`src/rtl/target_rx_pkg.sv`:
```
// -----------------------------------------------------------------------------
// target_rx_pkg
// Shared definitions for the target receive path: capture mode encodings,
// decode result codes, field lengths, CRC token and CRC5 constants, FSM state
// type and small helpers used by target_rx and target_crc5.
// -----------------------------------------------------------------------------
package target_rx_pkg;

  // Capture mode as presented on i_rx_mode; codes 3..15 are reserved.
  typedef enum logic [3:0] {
    MODE_PREAMBLE = 4'd0,
    MODE_DATA     = 4'd1,
    MODE_CRC      = 4'd2
  } rx_mode_e;

  // Decode result codes for DATA and CRC fields (PREAMBLE reports raw bits).
  localparam logic [1:0] DEC_OK         = 2'b00;
  localparam logic [1:0] DEC_PARITY_ERR = 2'b01;
  localparam logic [1:0] DEC_TOKEN_ERR  = 2'b10;
  localparam logic [1:0] DEC_CRC_ERR    = 2'b11;

  // Field lengths in bits.
  localparam logic [4:0] LEN_PREAMBLE = 5'd2;
  localparam logic [4:0] LEN_DATA     = 5'd18;
  localparam logic [4:0] LEN_CRC      = 5'd9;

  localparam logic [3:0] CRC_TOKEN  = 4'hC;
  localparam logic [4:0] CRC5_POLY  = 5'h05;  // x^5 + x^2 + 1
  localparam logic [4:0] CRC5_INIT  = 5'h1F;

  typedef enum logic [1:0] {
    ST_IDLE    = 2'd0,
    ST_CAPTURE = 2'd1,
    ST_DONE    = 2'd2
  } state_e;

  function automatic logic mode_valid(input logic [3:0] mode);
    return (mode == MODE_PREAMBLE) || (mode == MODE_DATA) || (mode == MODE_CRC);
  endfunction

  function automatic logic [4:0] field_len(input rx_mode_e mode);
    case (mode)
      MODE_DATA: return LEN_DATA;
      MODE_CRC:  return LEN_CRC;
      default:   return LEN_PREAMBLE;
    endcase
  endfunction

endpackage

```
`src/rtl/target_rx_if.sv`:
```
// -----------------------------------------------------------------------------
// target_rx_if
// Bundle between the target engine (master) and the receive block (slave).
//   i_rx_en        capture enable
//   i_rx_mode      capture mode (PREAMBLE/DATA/CRC, others reserved)
//   i_scl_pos_edge synchronised SCL rising-edge strobe
//   i_scl_neg_edge synchronised SCL falling-edge strobe
//   i_sda          synchronised SDA level
//   o_rx_dec       decode result, held until the next done
//   o_rx_dec_done  one-cycle field-complete pulse
//   o_rx_data      last received DATA word
// -----------------------------------------------------------------------------
interface target_rx_if;
  logic        i_rx_en;
  logic [3:0]  i_rx_mode;
  logic        i_scl_pos_edge;
  logic        i_scl_neg_edge;
  logic        i_sda;
  logic [1:0]  o_rx_dec;
  logic        o_rx_dec_done;
  logic [15:0] o_rx_data;

  modport master (
    output i_rx_en, i_rx_mode, i_scl_pos_edge, i_scl_neg_edge, i_sda,
    input  o_rx_dec, o_rx_dec_done, o_rx_data
  );

  modport slave (
    input  i_rx_en, i_rx_mode, i_scl_pos_edge, i_scl_neg_edge, i_sda,
    output o_rx_dec, o_rx_dec_done, o_rx_data
  );
endinterface

```
`src/rtl/target_crc5.sv`:
```
// -----------------------------------------------------------------------------
// target_crc5
// Combinational CRC5 step (x^5 + x^2 + 1) over a 16-bit word, MSB first.
//   crc_in   current accumulator value
//   data_in  16-bit word to fold in
//   init     force output to the init value (takes priority)
//   update   output crc_in advanced over data_in
//   crc_out  next accumulator value (crc_in when neither control is set)
// -----------------------------------------------------------------------------
module target_crc5
  import target_rx_pkg::*;
(
  input  logic [4:0]  crc_in,
  input  logic [15:0] data_in,
  input  logic        init,
  input  logic        update,
  output logic [4:0]  crc_out
);

  // chain[k] is the CRC after the first k bits (D15 first).
  logic [16:0][4:0] chain;

  assign chain[0] = crc_in;

  for (genvar gi = 0; gi < 16; gi++) begin : g_bit
    logic fb;
    assign fb           = chain[gi][4] ^ data_in[15-gi];
    assign chain[gi+1]  = {chain[gi][3:0], 1'b0} ^ (fb ? CRC5_POLY : 5'h00);
  end

  always_comb begin
    crc_out = crc_in;
    if (init) begin
      crc_out = CRC5_INIT;
    end else if (update) begin
      crc_out = chain[16];
    end
  end

endmodule

```
`src/rtl/target_rx.sv`:
```
// -----------------------------------------------------------------------------
// target_rx
// DDR SDA capture for PREAMBLE / DATA / CRC fields with parity and CRC5 decode.
//   i_sys_clk  system clock
//   i_sys_rst  asynchronous active-low reset
//   rx         target_rx_if.slave: enable, mode, SCL strobes, SDA in;
//              decode result, done pulse and last DATA word out
// -----------------------------------------------------------------------------
module target_rx
  import target_rx_pkg::*;
(
  input  logic        i_sys_clk,
  input  logic        i_sys_rst,
  target_rx_if.slave  rx
);

  state_e      state_reg;
  rx_mode_e    mode_reg;
  logic [4:0]  cnt_reg;
  logic [17:0] shift_reg;
  logic [1:0]  dec_reg;
  logic        done_reg;
  logic [15:0] data_reg;
  logic [4:0]  crc_reg;

  logic        strobe;
  logic [17:0] shift_next;
  logic [4:0]  cnt_next;
  logic        last_bit;
  logic        field_end;
  logic [1:0]  parity_calc;
  logic [4:0]  crc_next;

  // Either edge carries one bit; coincident strobes still count once.
  assign strobe     = rx.i_scl_pos_edge | rx.i_scl_neg_edge;
  assign shift_next = {shift_reg[16:0], rx.i_sda};
  assign cnt_next   = cnt_reg + 5'd1;
  assign last_bit   = strobe && (cnt_next == field_len(mode_reg));
  assign field_end  = (state_reg == ST_CAPTURE) && rx.i_rx_en && last_bit;

  // P1 covers odd data bits, P0 even data bits with odd sense.
  assign parity_calc[1] = ^(shift_next[17:2] & 16'hAAAA);
  assign parity_calc[0] = ~^(shift_next[17:2] & 16'h5555);

  target_crc5 u_crc5 (
    .crc_in  (crc_reg),
    .data_in (shift_next[17:2]),
    .init    (field_end && (mode_reg == MODE_CRC)),
    .update  (field_end && (mode_reg == MODE_DATA)),
    .crc_out (crc_next)
  );

  always_ff @(posedge i_sys_clk or negedge i_sys_rst) begin
    if (!i_sys_rst) begin
      state_reg <= ST_IDLE;
      mode_reg  <= MODE_PREAMBLE;
      cnt_reg   <= 5'd0;
      shift_reg <= 18'd0;
      dec_reg   <= DEC_OK;
      done_reg  <= 1'b0;
      data_reg  <= 16'h0000;
      crc_reg   <= CRC5_INIT;
    end else begin
      done_reg <= 1'b0;
      crc_reg  <= crc_next;
      case (state_reg)
        ST_IDLE: begin
          cnt_reg <= 5'd0;
          if (rx.i_rx_en && mode_valid(rx.i_rx_mode)) begin
            mode_reg  <= rx_mode_e'(rx.i_rx_mode);
            state_reg <= ST_CAPTURE;
          end
        end
        ST_CAPTURE: begin
          if (!rx.i_rx_en) begin
            // Abort: partial field is dropped, accumulator/data untouched.
            cnt_reg   <= 5'd0;
            state_reg <= ST_IDLE;
          end else if (strobe) begin
            shift_reg <= shift_next;
            cnt_reg   <= cnt_next;
            if (last_bit) begin
              state_reg <= ST_DONE;
              done_reg  <= 1'b1;
              case (mode_reg)
                MODE_DATA: begin
                  data_reg <= shift_next[17:2];
                  dec_reg  <= (shift_next[1:0] == parity_calc) ? DEC_OK : DEC_PARITY_ERR;
                end
                MODE_CRC: begin
                  if (shift_next[8:5] != CRC_TOKEN) begin
                    dec_reg <= DEC_TOKEN_ERR;
                  end else if (shift_next[4:0] != crc_reg) begin
                    dec_reg <= DEC_CRC_ERR;
                  end else begin
                    dec_reg <= DEC_OK;
                  end
                end
                default: dec_reg <= shift_next[1:0];
              endcase
            end
          end
        end
        ST_DONE: state_reg <= ST_IDLE;
        default: state_reg <= ST_IDLE;
      endcase
    end
  end

  assign rx.o_rx_dec      = dec_reg;
  assign rx.o_rx_dec_done = done_reg;
  assign rx.o_rx_data     = data_reg;

endmodule

```
`src/flat_wrapper.sv`:
```
// flat-port wrapper written by rule: the top's interface ports become plain ports
module target_rx_flat import target_rx_pkg::*;
  (i_sys_clk, i_sys_rst, rx_i_rx_en, rx_i_rx_mode, rx_i_scl_pos_edge, rx_i_scl_neg_edge, rx_i_sda, rx_o_rx_dec, rx_o_rx_dec_done, rx_o_rx_data);
  target_rx_if rx_i ();
  input  logic i_sys_clk;
  input  logic i_sys_rst;
  input wire logic [$bits(rx_i.i_rx_en)-1:0] rx_i_rx_en;
  input wire logic [$bits(rx_i.i_rx_mode)-1:0] rx_i_rx_mode;
  input wire logic [$bits(rx_i.i_scl_pos_edge)-1:0] rx_i_scl_pos_edge;
  input wire logic [$bits(rx_i.i_scl_neg_edge)-1:0] rx_i_scl_neg_edge;
  input wire logic [$bits(rx_i.i_sda)-1:0] rx_i_sda;
  output wire logic [$bits(rx_i.o_rx_dec)-1:0] rx_o_rx_dec;
  output wire logic [$bits(rx_i.o_rx_dec_done)-1:0] rx_o_rx_dec_done;
  output wire logic [$bits(rx_i.o_rx_data)-1:0] rx_o_rx_data;
  assign rx_i.i_rx_en = rx_i_rx_en;
  assign rx_i.i_rx_mode = rx_i_rx_mode;
  assign rx_i.i_scl_pos_edge = rx_i_scl_pos_edge;
  assign rx_i.i_scl_neg_edge = rx_i_scl_neg_edge;
  assign rx_i.i_sda = rx_i_sda;
  assign rx_o_rx_dec = rx_i.o_rx_dec;
  assign rx_o_rx_dec_done = rx_i.o_rx_dec_done;
  assign rx_o_rx_data = rx_i.o_rx_data;
  target_rx u_core (.i_sys_clk(i_sys_clk), .i_sys_rst(i_sys_rst), .rx(rx_i));
endmodule
```
`config.mk`:
```
export PLATFORM = sky130hd
export DESIGN_NAME = target_rx_flat
export DESIGN_NICKNAME = d
export VERILOG_FILES = /design/src/rtl/target_rx_pkg.sv /design/src/rtl/target_rx_if.sv /design/src/rtl/target_crc5.sv /design/src/rtl/target_rx.sv /design/src/flat_wrapper.sv
export SDC_FILE = /design/constraint.sdc
export NUM_CORES = 1
export LEC_CHECK = 0
export ABC_AREA = 1
export BUFFER_PORTS_ARGS = -buffer_cell sky130_fd_sc_hd__buf_2
export CORE_MARGIN = 4
export CORE_UTILIZATION = 53
export CTS_BUF_LIST = sky130_fd_sc_hd__clkbuf_4 sky130_fd_sc_hd__clkbuf_8 sky130_fd_sc_hd__clkbuf_16
export DETAILED_ROUTE_END_ITERATION = 7
export GPL_ROUTABILITY_DRIVEN = 0
export PLACE_DENSITY_LB_ADDON = 0.12
export REMOVE_ABC_BUFFERS = 1
export SLEW_MARGIN = 25
export SYNTH_ARGS = -nofsm -noshare
export SYNTH_HDL_FRONTEND = slang
export SYNTH_SLANG_ARGS = --single-unit
```
`constraint.sdc`:
```
create_clock -name i_sys_clk -period 1.8 [get_ports i_sys_clk]
set_input_delay 0.36 -clock i_sys_clk [delete_from_list [all_inputs] [get_ports i_sys_clk]]
set_output_delay 0.36 -clock i_sys_clk [all_outputs]
set_load 0.03 [all_outputs]
```
==> results.py <==
metrics = {
    "outcome": {
        "status": "complete, but fails checks",
        "violations": "setup timing",
    },
    "sta": {
        "worst_slew_pin_slew_ns": 0.420,
        "maxSlewHeadroom_pct": 72.0,
        "max_freq_ghz": 0.506,
        "drv_slew": 0,
        "skew_ns": 0.00775,
        "finalHoldViolCount": 0,
        "finalSetupViolCount": 24,
        "min_period_over_period_pct": 110,
        "rsz0062_at_grt": "true",
        "timing.hold.ws_ns": 0.308,
        "timing.final.crit_period_ns": 1.97,
        "setup_ws_ns": -0.174,
    },
    "hold_path": {
        "min_to": "u_core.mode_reg[0]$_DFFE_PN0P_",
        "min_from": "rx_i_rx_mode[0]",
        "holdPathStages": 3,
        "hold_path_class": "in -> reg",
    },
    "finish": {
        "fin_area_um2": 4110,
        "n_antenna_cell": 0,
        "largest_reg_flops": 17,
        "drive_gt1_share_pct": 48.7,
        "multiInputGateArea_um2": 1820,
        "mostFrequentLayoutCells": "nand2_1 (62), dfrtp_1 (46), buf_4 (38)",
        "fin_nets": 456,
        "seqCellArea_um2": 1310,
        "layout_commonest_cell": "nand2_1",
        "syn_to_final_growth_pct": 41.7,
        "fill_cells": 336,
    },
    "die": {
        "num_rows": 26,
        "die_area_um2": 6720,
        "initial_utilization_pct": 55.7,
        "ios": 29,
        "die_w_um": 82.0,
        "coreArea_um2": 5200,
        "die_h_um": 82.0,
    },
    "synth": {
        "avgSynthCellArea_um2": 7.91,
        "synth-main-ff-cell": "dfrtp_1",
        "synth_cells": 367,
        "yosys_warnings": 0,
        "synth_compound_area_share_pct": 11.2,
        "synth_top_family_by_area": "simple AND/OR/NAND/NOR gates",
        "synth-adder-area-share_pct": 0.431,
        "syn_area_um2": 2900,
        "synthMuxAreaShare_pct": 0.388,
        "synthArstFlopShare_pct": 100,
        "synth-xor-area-share_pct": 7.85,
        "synth-simple-area-share_pct": 26.8,
        "synth_cell_type_count": 30,
        "synth-seq-cells": 52,
        "synth_edf_count": 0,
        "synth_seq_area_share_pct": 45.1,
    },
    "critical_path": {
        "cpMostUsedCell": "nand2_4",
        "cpPeakStageDelay_ns": 0.58,
        "crit_required_ns": 2.06,
        "cp-start-kind": "flop",
        "r2r_slack_ns": -0.17,
        "crit_start": "u_core.crc_reg[4]$_DFFE_PN1P_",
        "path_class": "reg -> reg",
        "cp_max_fo": 4,
        "worstPathArrival_ns": 2.23,
        "critical_path.top_delay_family": "simple AND/OR/NAND/NOR gates",
        "slowest_stage": "dfstp_2",
        "reg2reg_depth": 14,
        "cp-end-kind": "flop",
        "timing.rr.start": "u_core.crc_reg[4]$_DFFE_PN1P_",
        "crit_buf_inv": 2,
        "path_cells": "inv_2 > nand2_2 > nand2_4 > nand2_4 > nand3_2 > nand2_4 > nand2_2 > nand2_4 > xor2_2 > nand2_1 > nand3_1 > nand3_1 > nand2_1 > inv_1",
        "rr_endpoint": "u_core.crc_reg[3]$_DFFE_PN1P_",
    },
    "placed_design": {
        "dpl.hpwl_mm": 5.00,
        "io_buffers": 28,
        "place_area_um2": 3390,
        "place_ws_ns": -0.205,
    },
    "global_route": {
        "antenna_found_initial": 0,
        "grt.overflow.total": 0,
        "grt_util_all_layers_pct": 22.9,
        "grt_max_degree": 27,
        "grt_pass1_wl_mm": 11.8,
        "grt_pass1_vias": 2511,
    },
    "clocking": {
        "cts.sinks": 52,
        "cts_made_buffers": 5,
        "clockBufferDepth": 2,
        "insertion_delay_ns": 0.31,
        "cts_htree_levels": 2,
        "root_buffer": "clkbuf_8",
        "clk_pin_slew_ns": 0.10,
        "cts_tree": "built",
    },
    "power": {
        "power_uw": 3130,
        "vdd_drop_max_v": 0.000729,
        "p_per_area_nw_per_um2": 761,
        "power.leakage_uw": 0.00199,
    },
    "detailed_routing": {
        "drt_wl_total_mm": 7.74,
        "drc": 0,
        "route.antenna.remaining_nets": 0,
        "drt_iter0_drc": 166,
        "dr.pass1.iters": 5,
        "vias": 2726,
        "viasPerCell": 5.28,
        "routedWlPerCell_um": 15.0,
    },
    "job": {
        "drv_cap": 0,
    },
}
==> how the worst max path moves through the flow <==
| stage | cells past startpoint | slack (ns) | endpoint |
|---|---|---|---|
| after floorplan | 12 | -0.17 | u_core.crc_reg[4]$_DFFE_PN1P_ |
| after global placement | 11 | -0.16 | u_core.crc_reg[3]$_DFFE_PN1P_ |
| after detailed placement | 11 | -0.21 | u_core.crc_reg[2]$_DFFE_PN1P_ |
| after CTS | 12 | -0.10 | u_core.rx.o_rx_data[6]$_DFFE_PN0P_ |
| after global routing | 17 | -0.26 | u_core.crc_reg[3]$_DFFE_PN1P_ |
| final | 14 | -0.17 | u_core.crc_reg[3]$_DFFE_PN1P_ |
==> tightest hold or removal path: cells and delay by family <==
family          cells  cell delay (ns)
compound gates      1             0.10
buf+inv             1             0.09
simple gates        1             0.04
==> synth_stat cells, drive strengths merged, types with 3 or more instances <==
| cell | n | area [um2] |
|---|---|---|
| a21oi | 4 | 20.0 |
| buf | 3 | 33.8 |
| clkbuf | 3 | 11.3 |
| dfrtp | 47 | 1180 |
| dfstp | 5 | 131 |
| inv | 50 | 190 |
| nand2 | 127 | 499 |
| nand3 | 36 | 185 |
| nor2 | 12 | 45.0 |
| o21ai | 40 | 260 |
| xnor2 | 17 | 149 |
| xor2 | 9 | 78.8 |
==> cell type report <==
class	count	share of cell area (%)
multi-input cells	258	44.1
flip-flops and latches	52	31.8
repair buffers	77	14.8
inverters	51	5.02
well taps	70	2.13
clock buffers	5	1.67
clock inverters	3	0.456
==> layer usage <==
| metal | routed length [um] | vias to the layer above | track usage (%) | share of wire, % |
|---|---|---|---|---|
| li1 | - | 1318 | - | - |
| met1 | 3410 | 1297 | 32.0 | 44 |
| met2 | 3770 | 94 | 37.4 | 49 |
| met3 | 396 | 17 | 2.74 | 5.1 |
| met4 | 159 | 0 | 6.48 | 2.1 |
| met5 | 0 | - | 0 | 0 |
==> where the power goes <==
part | switching (uW) | total (uW) | internal [uW]
Combinational | 656 | 1090 | 430
Clock | 409 | 681 | 272
Sequential | 122 | 1360 | 1240
==> what timing repair did <==
action,in CTS,in global routing
buffers inserted,7,3
setup endpoints to repair,23,24
pin swaps,28,26
gates cloned,2,0
hold buffers,1,0
gates resized for setup,80,67
hold endpoints to repair,11,0
==> stage by stage <==
stage | instances | setup TNS [ns] | util (%)
after floorplan | 361 | -2.56 | -
after global placement | 495 | -2.55 | 65.2
after detailed placement | 495 | -3.42 | 65.2
after CTS | 513 | -1.99 | 73.7
after global routing | 516 | -5.26 | 79.0
final | 516 | -2.77 | 79.0
==> cells by family (layout without fill, tap and decap cells) <==
kind of cell | after synthesis | in the layout
buffers and inverters | 57 | 136
multiplexers | 1 | 1
AND/OR/NAND/NOR | 180 | 180
AO/OA/AOI/OAI | 50 | 50
flip-flops | 52 | 52
XOR/XNOR | 26 | 26
adder cells (fa/ha/maj) | 1 | 1
Power figures use the tool's default switching activity.
